$ cat config.mk
export PLATFORM = sky130hd
export DESIGN_NAME = fetch_queue
export DESIGN_NICKNAME = d
export VERILOG_FILES = /design/src/rtl/fetch_pkg.sv /design/src/rtl/fetch_fifo.sv /design/src/rtl/fetch_queue.sv
export SDC_FILE = /design/constraint.sdc
export NUM_CORES = 1
export LEC_CHECK = 0
export CAP_MARGIN = 20
export CELL_PAD_IN_SITES_DETAIL_PLACEMENT = 0
export CELL_PAD_IN_SITES_GLOBAL_PLACEMENT = 2
export CORE_UTILIZATION = 35
export DETAILED_ROUTE_END_ITERATION = 16
export GPL_ROUTABILITY_DRIVEN = 0
export GPL_TIMING_DRIVEN = 0
export PLACE_DENSITY = 0.75
export SLEW_MARGIN = 0
export SYNTH_ARGS = -nofsm -noshare
export SYNTH_HDL_FRONTEND = slang
export SYNTH_SLANG_ARGS = --single-unit
$ cat constraint.sdc
create_clock -name clk -period 2.4 [get_ports clk]
set_input_delay 0.6 -clock clk [delete_from_list [all_inputs] [get_ports clk]]
set_output_delay 0.6 -clock clk [all_outputs]
set_load 0.02 [all_outputs]
$ cat src/rtl/fetch_pkg.sv
// Shared types and defaults for the instruction fetch queue.
// Optional stall counter is enabled by defining FETCH_STALL_CNT_EN.
package fetch_pkg;
  localparam int WORD_W = 16;
  localparam int DEF_DEPTH = 4;
  localparam logic [WORD_W-1:0] DEF_RESET_PC = 16'h0000;

  typedef struct packed {
    logic [WORD_W-1:0] pc;
    logic [WORD_W-1:0] instr;
  } fetch_entry_t;
endpackage

$ cat src/rtl/fetch_fifo.sv
// Instruction queue storage: power-of-two ring buffer with flush.
// Pointers wrap naturally; count tracks occupancy 0..DEPTH.
module fetch_fifo
  import fetch_pkg::*;
#(
  parameter int DEPTH = DEF_DEPTH
) (
  input  logic                   clk,
  input  logic                   reset,
  input  logic                   push,
  input  fetch_entry_t           pushData,
  input  logic                   pop,
  input  logic                   flush,
  output fetch_entry_t           head,
  output logic                   full,
  output logic                   empty,
  output logic [$clog2(DEPTH):0] count
);
  localparam int AW = $clog2(DEPTH);
  localparam logic [AW:0] FULL_CNT = (AW+1)'(DEPTH);

  fetch_entry_t mem [DEPTH];
  logic [AW-1:0] wrPtr;
  logic [AW-1:0] rdPtr;
  logic doPush;
  logic doPop;

  assign doPush = push && !full && !flush;
  assign doPop  = pop && !empty && !flush;
  assign full   = count == FULL_CNT;
  assign empty  = count == '0;
  assign head   = mem[rdPtr];

  always_ff @(posedge clk or posedge reset) begin
    if (reset) begin
      wrPtr <= '0;
      rdPtr <= '0;
      count <= '0;
    end else if (flush) begin
      wrPtr <= '0;
      rdPtr <= '0;
      count <= '0;
    end else begin
      if (doPush) wrPtr <= wrPtr + AW'(1);
      if (doPop)  rdPtr <= rdPtr + AW'(1);
      count <= count + {{AW{1'b0}}, doPush}
                     - {{AW{1'b0}}, doPop};
    end
  end

  // Storage needs no reset; validity lives in count.
  always_ff @(posedge clk) begin
    if (doPush) mem[wrPtr] <= pushData;
  end
endmodule

$ cat src/rtl/fetch_queue.sv
// Fetch front end: PC, one-deep credit for the 1-cycle memory, queue.
// Define FETCH_STALL_CNT_EN to add the stallCycles counter output.
module fetch_queue
  import fetch_pkg::*;
#(
  parameter int                DEPTH    = DEF_DEPTH,
  parameter logic [WORD_W-1:0] RESET_PC = DEF_RESET_PC
) (
  input  logic              clk,
  input  logic              reset,
  input  logic              redirectValid,
  input  logic [WORD_W-1:0] redirectPc,
  output logic              fetchEnable,
  output logic [WORD_W-1:0] fetchAddr,
  input  logic              fetchReady,
  input  logic [WORD_W-1:0] fetchData,
  input  logic [WORD_W-1:0] fetchOutpc,
  output logic              decValid,
  input  logic              decReady,
  output logic [WORD_W-1:0] decInstr,
  output logic [WORD_W-1:0] decPc
`ifdef FETCH_STALL_CNT_EN
  ,
  output logic [WORD_W-1:0] stallCycles
`endif
);
  localparam int CW = $clog2(DEPTH) + 1;
  localparam logic [CW:0] MAX_CRED = (CW+1)'(DEPTH);

  logic [WORD_W-1:0] pc;
  logic              inflight;
  logic [CW-1:0]     count;
  logic [CW:0]       credits;
  logic              full;
  logic              empty;
  logic              push;
  logic              pop;
  fetch_entry_t      head;
  fetch_entry_t      pushData;

  // Queued entries plus the outstanding request must fit in the queue.
  assign credits     = {1'b0, count} + {{CW{1'b0}}, inflight};
  assign fetchEnable = !reset && !redirectValid && (credits < MAX_CRED);
  assign fetchAddr   = fetchEnable ? pc : '0;

  assign push     = fetchReady && !redirectValid;
  assign pushData = '{pc: fetchOutpc, instr: fetchData};
  assign decValid = !empty && !redirectValid;
  assign pop      = decValid && decReady;
  assign decInstr = decValid ? head.instr : '0;
  assign decPc    = decValid ? head.pc : '0;

  always_ff @(posedge clk or posedge reset) begin
    if (reset) begin
      pc       <= RESET_PC;
      inflight <= 1'b0;
    end else if (redirectValid) begin
      pc       <= redirectPc;
      inflight <= 1'b0;
    end else begin
      inflight <= fetchEnable;
      if (fetchEnable) pc <= pc + 16'd1;
    end
  end

  fetch_fifo #(.DEPTH(DEPTH)) uFifo (
    .clk      (clk),
    .reset    (reset),
    .push     (push),
    .pushData (pushData),
    .pop      (pop),
    .flush    (redirectValid),
    .head     (head),
    .full     (full),
    .empty    (empty),
    .count    (count)
  );

  pushIntoFull: assert property (
    @(posedge clk) disable iff (reset) !(push && full)
  );

`ifdef FETCH_STALL_CNT_EN
  always_ff @(posedge clk or posedge reset) begin
    if (reset) begin
      stallCycles <= '0;
    end else if (decReady && !decValid && stallCycles != 16'hFFFF) begin
      stallCycles <= stallCycles + 16'd1;
    end
  end
`endif
endmodule

==> metrics.cfg, run 1 <==
[outcome]
violations = setup timing
status = finished, violations left

[yosys]
synthMuxAreaShare_pct = 11.3
synth_edf_count = 128
synth_compound_area_share_pct = 4.26
synth_top_family_by_area = multiplexers
synth_area_leader_cell = edfxtp_1
synth.avg_cell_area_um2 = 16.3
synth-simple-area-share_pct = 10.7
synth.area.top_cells = edfxtp_1 59%, mux4_2 11%, dfrtp_1 9.3%
synth_fa_ha_area_share_pct = 1.86
synth_seq_cells = 152
synth_xor_area_share_pct = 0.677
synth_flop_cell = edfxtp_1
yosysTopAreaCellShare_pct = 59.4
synth.yosys.seq_area_share_pct = 68.7
synth.cell_area_um2 = 6470
async_reset_ff_share_pct = 15.8
synth_cell_types = 45
synthCells = 396
yosys_warnings = 0
synth_nets = 458

[pwr]
power.share.switching_pct = 26.7
pwr-share-clk_pct = 33.6
switching_power_mw = 2.22
p_leak_nw = 3.20
internal-power_mw = 6.11
comb_power_share_pct = 28.3
seq_power_share_pct = 38.1
powerDensity_nw_per_um2 = 931
ir_worst_vdd_mv = 0.543

[timing]
setup_ws_ps = -216
slew_viol_final = 0
period_share_pct = 109
tightest_slew_ps = 717
timing.final.setup_violations = 49
slew_headroom_pct = 52.0
clock_skew_ps = 14.0
rsz0062_at_grt = yes
fin_setup_tns_ps = -5430
period_needed_ps = 2620
final-hold-violation-count = 0
fmax_ghz = 0.382

[clocking]
clk_pin_slew_ps = 60
cts-buffers-inserted = 17
ctsHoldBuffers = 0
cts_tree = built
cts_max_level = 4
clock_path_buffers = 2
cts.sinks = 152
clock_latency_ps = 410
cts_root_buffer = clkbuf_16

[critical_path]
path_delay_family = buffers and inverters
crit_buf_inv = 3
crit_fanout = 10
crit_top_cell = buf_4
crit_type = flop to output port
r2r_slack_ps = 200
reg2reg_from = uFifo.count[2]$_DFF_PP0_
crit_slowest_cell = dfrtp_2
critPathRequiredTime_ps = 1800
slowest_delay_ps = 430
cp-end-kind = output port
path_cells = buf_4, and3b_2, a32oi_4, nor2_4, buf_8, and2_1, buf_4
r2r-end = uFifo.mem[0][18]$_DFFE_PP_
reg2reg_depth = 6
crit_path_start_kind = flop
worstPathArrival_ps = 2020

[finish]
drive_above_1_share_pct = 37.2
n_fill_cell = 1544
mostFrequentLayoutCells = 128 x edfxtp_1, 50 x clkdlybuf4s50_1, 36 x buf_6
fin_nets = 600
final_common_cell = edfxtp_1
final_util_pct = 49.7
area_growth_pct = 38.4
instances_no_fill = 781

[global_routing]
antenna_found_initial = 1
overflow = 0
grt_pass1_vias = 4016
grt_usage_pct = 15.9
grt_pass1_wl_um = 21700
grt_max_degree = 22

[job]
cap_violations = 0

[detailed_routing]
viasPerCell = 5.06
ant_nets = 0
drt_drc_violations_left = 0
drtPass1Iterations = 4
dr_total_vias = 3952
dr.first_iter.drc_count = 248
wl_per_cell_um = 18.6
totalWireLength_um = 14500

[die]
coreArea_um2 = 18000
die_width_um = 138
ioPinCount = 103
die_area_um2 = 19000
dieHeight_um = 138
row_count = 49
initial_utilization_pct = 35.9

[placement]
placed_cells_incl_taps = 731
place_hpwl_um = 9460
portBuffers = 102

[worst_hold_path]
holdCritPathClass = primary input to asynchronous set/reset pin

[flip-flops by register name, summed over array words and instances, names as in the netlist]
signal and cells:
inflight 1, pc 16, uFifo.count 3, uFifo.mem 128, uFifo.rdPtr 2, uFifo.wrPtr 2
[logic make-up (layout without fill, tap and decap cells)]
kind of cell	after synthesis	count (layout)
buffers and inverters	38	193
xor gates and xnor gates	5	5
AOI/OAI and AO/OA	37	37
muxes	33	33
adders and majority gates	9	9
and+or+nand+nor	122	122
DFF	152	152
other	0	1
[worst max-delay path by stage]
stage	startpoint	to	slack (ps)	depth (start not counted)
2_1_floorplan	reset	fetchAddr[11]	-30	5
3_3_place_gp	reset	fetchAddr[11]	-1770	7
3_5_place_dp	reset	fetchAddr[11]	-1770	7
4_1_cts	uFifo.count[2]$_DFF_PP0_	fetchAddr[8]	-250	7
5_1_grt	uFifo.count[2]$_DFF_PP0_	fetchAddr[4]	-290	7
6_report	uFifo.count[2]$_DFF_PP0_	fetchAddr[8]	-220	7
[timing repair]
item | in CTS | in global routing
setup buffers | 13 | 3
pin swaps | 7 | 4
setup endpoints to repair | 55 | 134
cloned | 2 | 0
resized for setup | 316 | 59
[metrics by stage]
stage / worst slack, ps / hold WS (ps) / total power, mW / area [um2]
after floorplan: -27.6 / 490 / 4.32 / 6490
after global placement: -1770 / 557 / 5.04 / 7790
after detailed placement: -1770 / 562 / 5.09 / 7880
after CTS: -245 / 476 / 8.21 / 8740
after global routing: -286 / 493 / 8.70 / 8950
final: -216 / 484 / 8.33 / 8950
[cell type report]
class                      count  area (um2)  area share [%]
tap                          229         287            3.20
timing repair inverter         1        5.00          0.0559
sequential                   152        4450            49.7
clock inverter                14         198            2.21
buffer                        20         238            2.66
clock buffer                  18         429            4.80
timing repair buffer         123        1250            13.9
multi-input combinational    206        2020            22.6
antenna                        1        2.50          0.0280
inverter                      17        72.6           0.811
[Yosys cell counts (2+ instances only)]
cell       count
or3_1          2
a2bb2oi_1      2
nor3_1         8
xnor2_1        4
ha_1           8
mux4_2        32
nand2_1       11
buf_4          2
nor2_1        22
and4_1         2
and2_1        46
and3_1         2
or2_2          2
edfxtp_1     128
o211ai_1       2
nand3_1        6
dfrtp_1       24
o31ai_1       10
nand4_1        4
and3b_1        2
inv_1         17
clkbuf_1      12
buf_2          5
a31oi_1       11
o21ai_0        3
or4_1          9
nor4_1         2
[power groups by stage]
stage | registers, mW | logic [mW] | clock network [mW]
5_1_grt | 3.20 | 2.55 | 2.95
6_report | 3.18 | 2.36 | 2.80
3_3_place_gp | 3.22 | 1.82 | 0
2_1_floorplan | 3.19 | 1.13 | 0
3_5_place_dp | 3.22 | 1.86 | 0
4_1_cts | 3.17 | 2.19 | 2.85
[layer usage]
layer	vias up	global-route usage, %	wire, um
met1	1975	19.7	6140
met4	0	4.95	87
met2	136	27.3	7490
met3	8	4.02	782
li1	1833	-	-
met5	-	0	0
[tightest hold or removal path: cells and delay by family]
family / cells / cell delay (ps)
buf+inv: 3 / 650
Power figures use the tool's default switching activity.
==> inputs of run 2 (changes only) <==
--- a/config.mk
+++ b/config.mk
@@ -8,11 +8,11 @@
 export CAP_MARGIN = 20
 export CELL_PAD_IN_SITES_DETAIL_PLACEMENT = 0
 export CELL_PAD_IN_SITES_GLOBAL_PLACEMENT = 2
-export CORE_UTILIZATION = 35
+export CORE_UTILIZATION = 38
 export DETAILED_ROUTE_END_ITERATION = 16
 export GPL_ROUTABILITY_DRIVEN = 0
 export GPL_TIMING_DRIVEN = 0
-export PLACE_DENSITY = 0.75
+export PLACE_DENSITY = 0.78
 export SLEW_MARGIN = 0
 export SYNTH_ARGS = -nofsm -noshare
 export SYNTH_HDL_FRONTEND = slang
==> constraint.sdc (replaced) <==
create_clock -name clk -period 2.5 [get_ports clk]
set_input_delay 0.625 -clock clk [delete_from_list [all_inputs] [get_ports clk]]
set_output_delay 0.625 -clock clk [all_outputs]
set_load 0.02 [all_outputs]
==> run 2 against run 1 <==
Against the previous run:
- the run still ends with setup timing left
- worst setup slack better by 100 ps
- register-to-register slack worse by 60 ps
- flip-flop and latch count unchanged
- global-route usage up 2.2 points
- routed wire length up 2.2%
- design area up 0.43%
- clock skew down 7.1 ps
- sequential power down 4%
- final cell count down 0.77%
- critical endpoint is now fetchAddr[11]
==> metrics.cfg, run 2 (same netlist as run 1, synthesis figures left out) <==
[global_routing]
use_met3_pct = 4.41  ; was 4.02%
overflow = 0  ; unchanged
grt_pass1_vias = 4206  ; was 4,016
met2_usage_pct = 30.0  ; was 27.3%
grt_pass1_wl_um = 23600  ; was 21,700 um
grt_usage_pct = 18.1  ; was 15.9%
grt_max_degree = 33  ; was 22
antenna_found_initial = 0  ; was 1
met1_usage_pct = 23.4  ; was 19.7%
grt_busiest_layer = met2  ; unchanged

[placement]
place_hpwl_um = 8920  ; was 9460 um
placed_cells_incl_taps = 718  ; was 731
portBuffers = 102  ; unchanged
pre_cts_slack_ps = -1700  ; was -1770 ps

[pwr]
powerDensity_nw_per_um2 = 872  ; was 931 nW/um2
p_leak_nw = 3.21  ; was 3.20 nW
total_power_mw = 7.84  ; was 8.33 mW
ir_worst_vdd_mv = 0.583  ; was 0.543 mV

[timing]
setup_ws_ps = -112  ; was -216 ps
clock_skew_ps = 6.88  ; was 14.0 ps
tightest_slew_ps = 673  ; was 717 ps
fmax_ghz = 0.383
period_share_pct = 104
timing.final.setup_violations = 45  ; was 49
rsz0062_at_grt = yes  ; unchanged
final-hold-violation-count = 0  ; unchanged
slew_headroom_pct = 54.9  ; was 52.0%
period_needed_ps = 2610
slew_viol_final = 0  ; unchanged

[die]
dieHeight_um = 132  ; was 138 um
coreArea_um2 = 16600  ; was 18,000 um2
initial_utilization_pct = 39.0  ; was 35.9%
row_count = 47  ; was 49
ioPinCount = 103  ; unchanged
die_width_um = 132  ; was 138 um
die_area_um2 = 17500  ; was 19,000 um2

[finish]
largest_reg_flops = 128  ; unchanged
final_util_pct = 54.2  ; was 49.7%
regMostFlops = uFifo.mem  ; unchanged
instances_no_fill = 775  ; was 781
n_fill_cell = 1355  ; was 1,544
final_common_cell = edfxtp_1  ; unchanged
reg_top3 = uFifo.mem (128), pc (16), uFifo.count (3)  ; unchanged
drive_above_1_share_pct = 40.0  ; was 37.2%
area_growth_pct = 39.0  ; was 38.4%
mostFrequentLayoutCells = 128 x edfxtp_1, 52 x buf_6, 50 x clkdlybuf4s50_1  ; was 128 x edfxtp_1, 50 x clkdlybuf4s50_1, 36 x buf_6
fin_nets = 604  ; was 600
antenna_cells = 0  ; was 1

[critical_path]
r2r_slack_ps = 140  ; was 200 ps
crit_type = flop to output port  ; unchanged
critPathRequiredTime_ps = 1880  ; was 1800 ps
endpoint = fetchAddr[11]  ; was fetchAddr[8]
crit_path_start_kind = flop  ; unchanged
worstPathArrival_ps = 1990  ; was 2020 ps
cp-end-kind = output port  ; unchanged
startpoint = uFifo.count[1]$_DFF_PP0_  ; was uFifo.count[2]$_DFF_PP0_
path_cells = buf_6, and3b_2, a32oi_4, nor2_4, buf_8, and2_4, buf_6  ; was buf_4, and3b_2, a32oi_4, nor2_4, buf_8, and2_1, buf_4
path_delay_family = simple AND/OR/NAND/NOR gates  ; was buffers and inverters
crit_fanout = 5  ; was 10
r2r-end = uFifo.count[2]$_DFF_PP0_  ; was uFifo.mem[0][18]$_DFFE_PP_
slowest_delay_ps = 430  ; about the same
reg2reg_from = uFifo.count[1]$_DFF_PP0_  ; was uFifo.count[2]$_DFF_PP0_
worst-path-stages = 7  ; unchanged
crit_buf_inv = 3  ; unchanged
crit_top_cell = buf_6  ; was buf_4
reg2reg_depth = 13  ; was 6
crit_slowest_cell = dfrtp_2  ; unchanged

[outcome]
status = finished, violations left  ; unchanged
violations = setup timing  ; unchanged

[job]
cap_violations = 0  ; unchanged

[clocking]
clk_pin_slew_ps = 60  ; about the same
cts.sinks = 152  ; unchanged
cts-buffers-inserted = 17  ; unchanged
clock_path_buffers = 2  ; unchanged
cts_root_buffer = clkbuf_16  ; unchanged
cts_tree = built  ; unchanged
clock_latency_ps = 410  ; about the same
cts_max_level = 4  ; unchanged

[detailed_routing]
dr_total_vias = 3985  ; was 3,952
dr.first_iter.drc_count = 182  ; was 248
wl_per_cell_um = 19.1  ; was 18.6 um
drtPass1Iterations = 4  ; unchanged
ant_nets = 0  ; unchanged
viasPerCell = 5.14  ; was 5.06
drt_drc_violations_left = 0  ; unchanged
totalWireLength_um = 14800  ; was 14,500 um

[worst_hold_path]
holdCritPathClass = primary input to asynchronous set/reset pin  ; unchanged

-- run 2: report_power, final --
part	internal, mW	switching, mW
Clock	1.36	0.957
Combinational	1.39	1.07
Sequential	2.95	0.110
Total	5.69	2.14
-- run 2: worst min-delay path by stage --
stage | cells after the start | slack [ps] | to | from
6_report | 2 | 500 | pc[5]$_DFFE_PP0P_ | reset
5_1_grt | 2 | 550 | pc[15]$_DFFE_PP0P_ | reset
4_1_cts | 2 | 500 | pc[15]$_DFFE_PP0P_ | reset
3_5_place_dp | 2 | 560 | pc[1]$_DFFE_PP0P_ | pc[1]$_DFFE_PP0P_
3_3_place_gp | 2 | 560 | pc[14]$_DFFE_PP0P_ | pc[14]$_DFFE_PP0P_
2_1_floorplan | 1 | 520 | inflight$_DFF_PP0_ | reset
-- run 2: what timing repair did --
action,in CTS,in global routing
pin swaps,35,9
setup buffers,19,2
hold buffers,0,0
endpoints found under the setup margin,183,179
gates resized for setup,402,25
cloned,5,3
-- run 2: final cells by class --
type                    instances  area, um2  area share (%)
well taps                     220        275            3.06
repair buffers                127       1330            14.8
plain buffers                  20        239            2.66
repair inverters                1       5.00          0.0557
clock buffers                  19        433            4.82
clock inverters                13        105            1.17
inverters                      17       75.1           0.835
flip-flops and latches        152       4450            49.5
multi-input cells             206       2070            23.1
-- run 2: stage by stage --
| stage | instance area [um2] | TNS, ps | hold WS, ps |
|---|---|---|---|
| after floorplan | 6480 | 0 | 515 |
| after global placement | 7780 | -197100 | 556 |
| after detailed placement | 7790 | -124900 | 563 |
| after CTS | 8940 | -2850 | 496 |
| after global routing | 8990 | -5380 | 551 |
| final | 8990 | -2010 | 497 |
-- run 2: routing by layer --
layer	wire (um)	share of wire [%]
met1	6620	45
met2	7410	50
met3	694	4.7
met4	89	0.60
met5	0	0
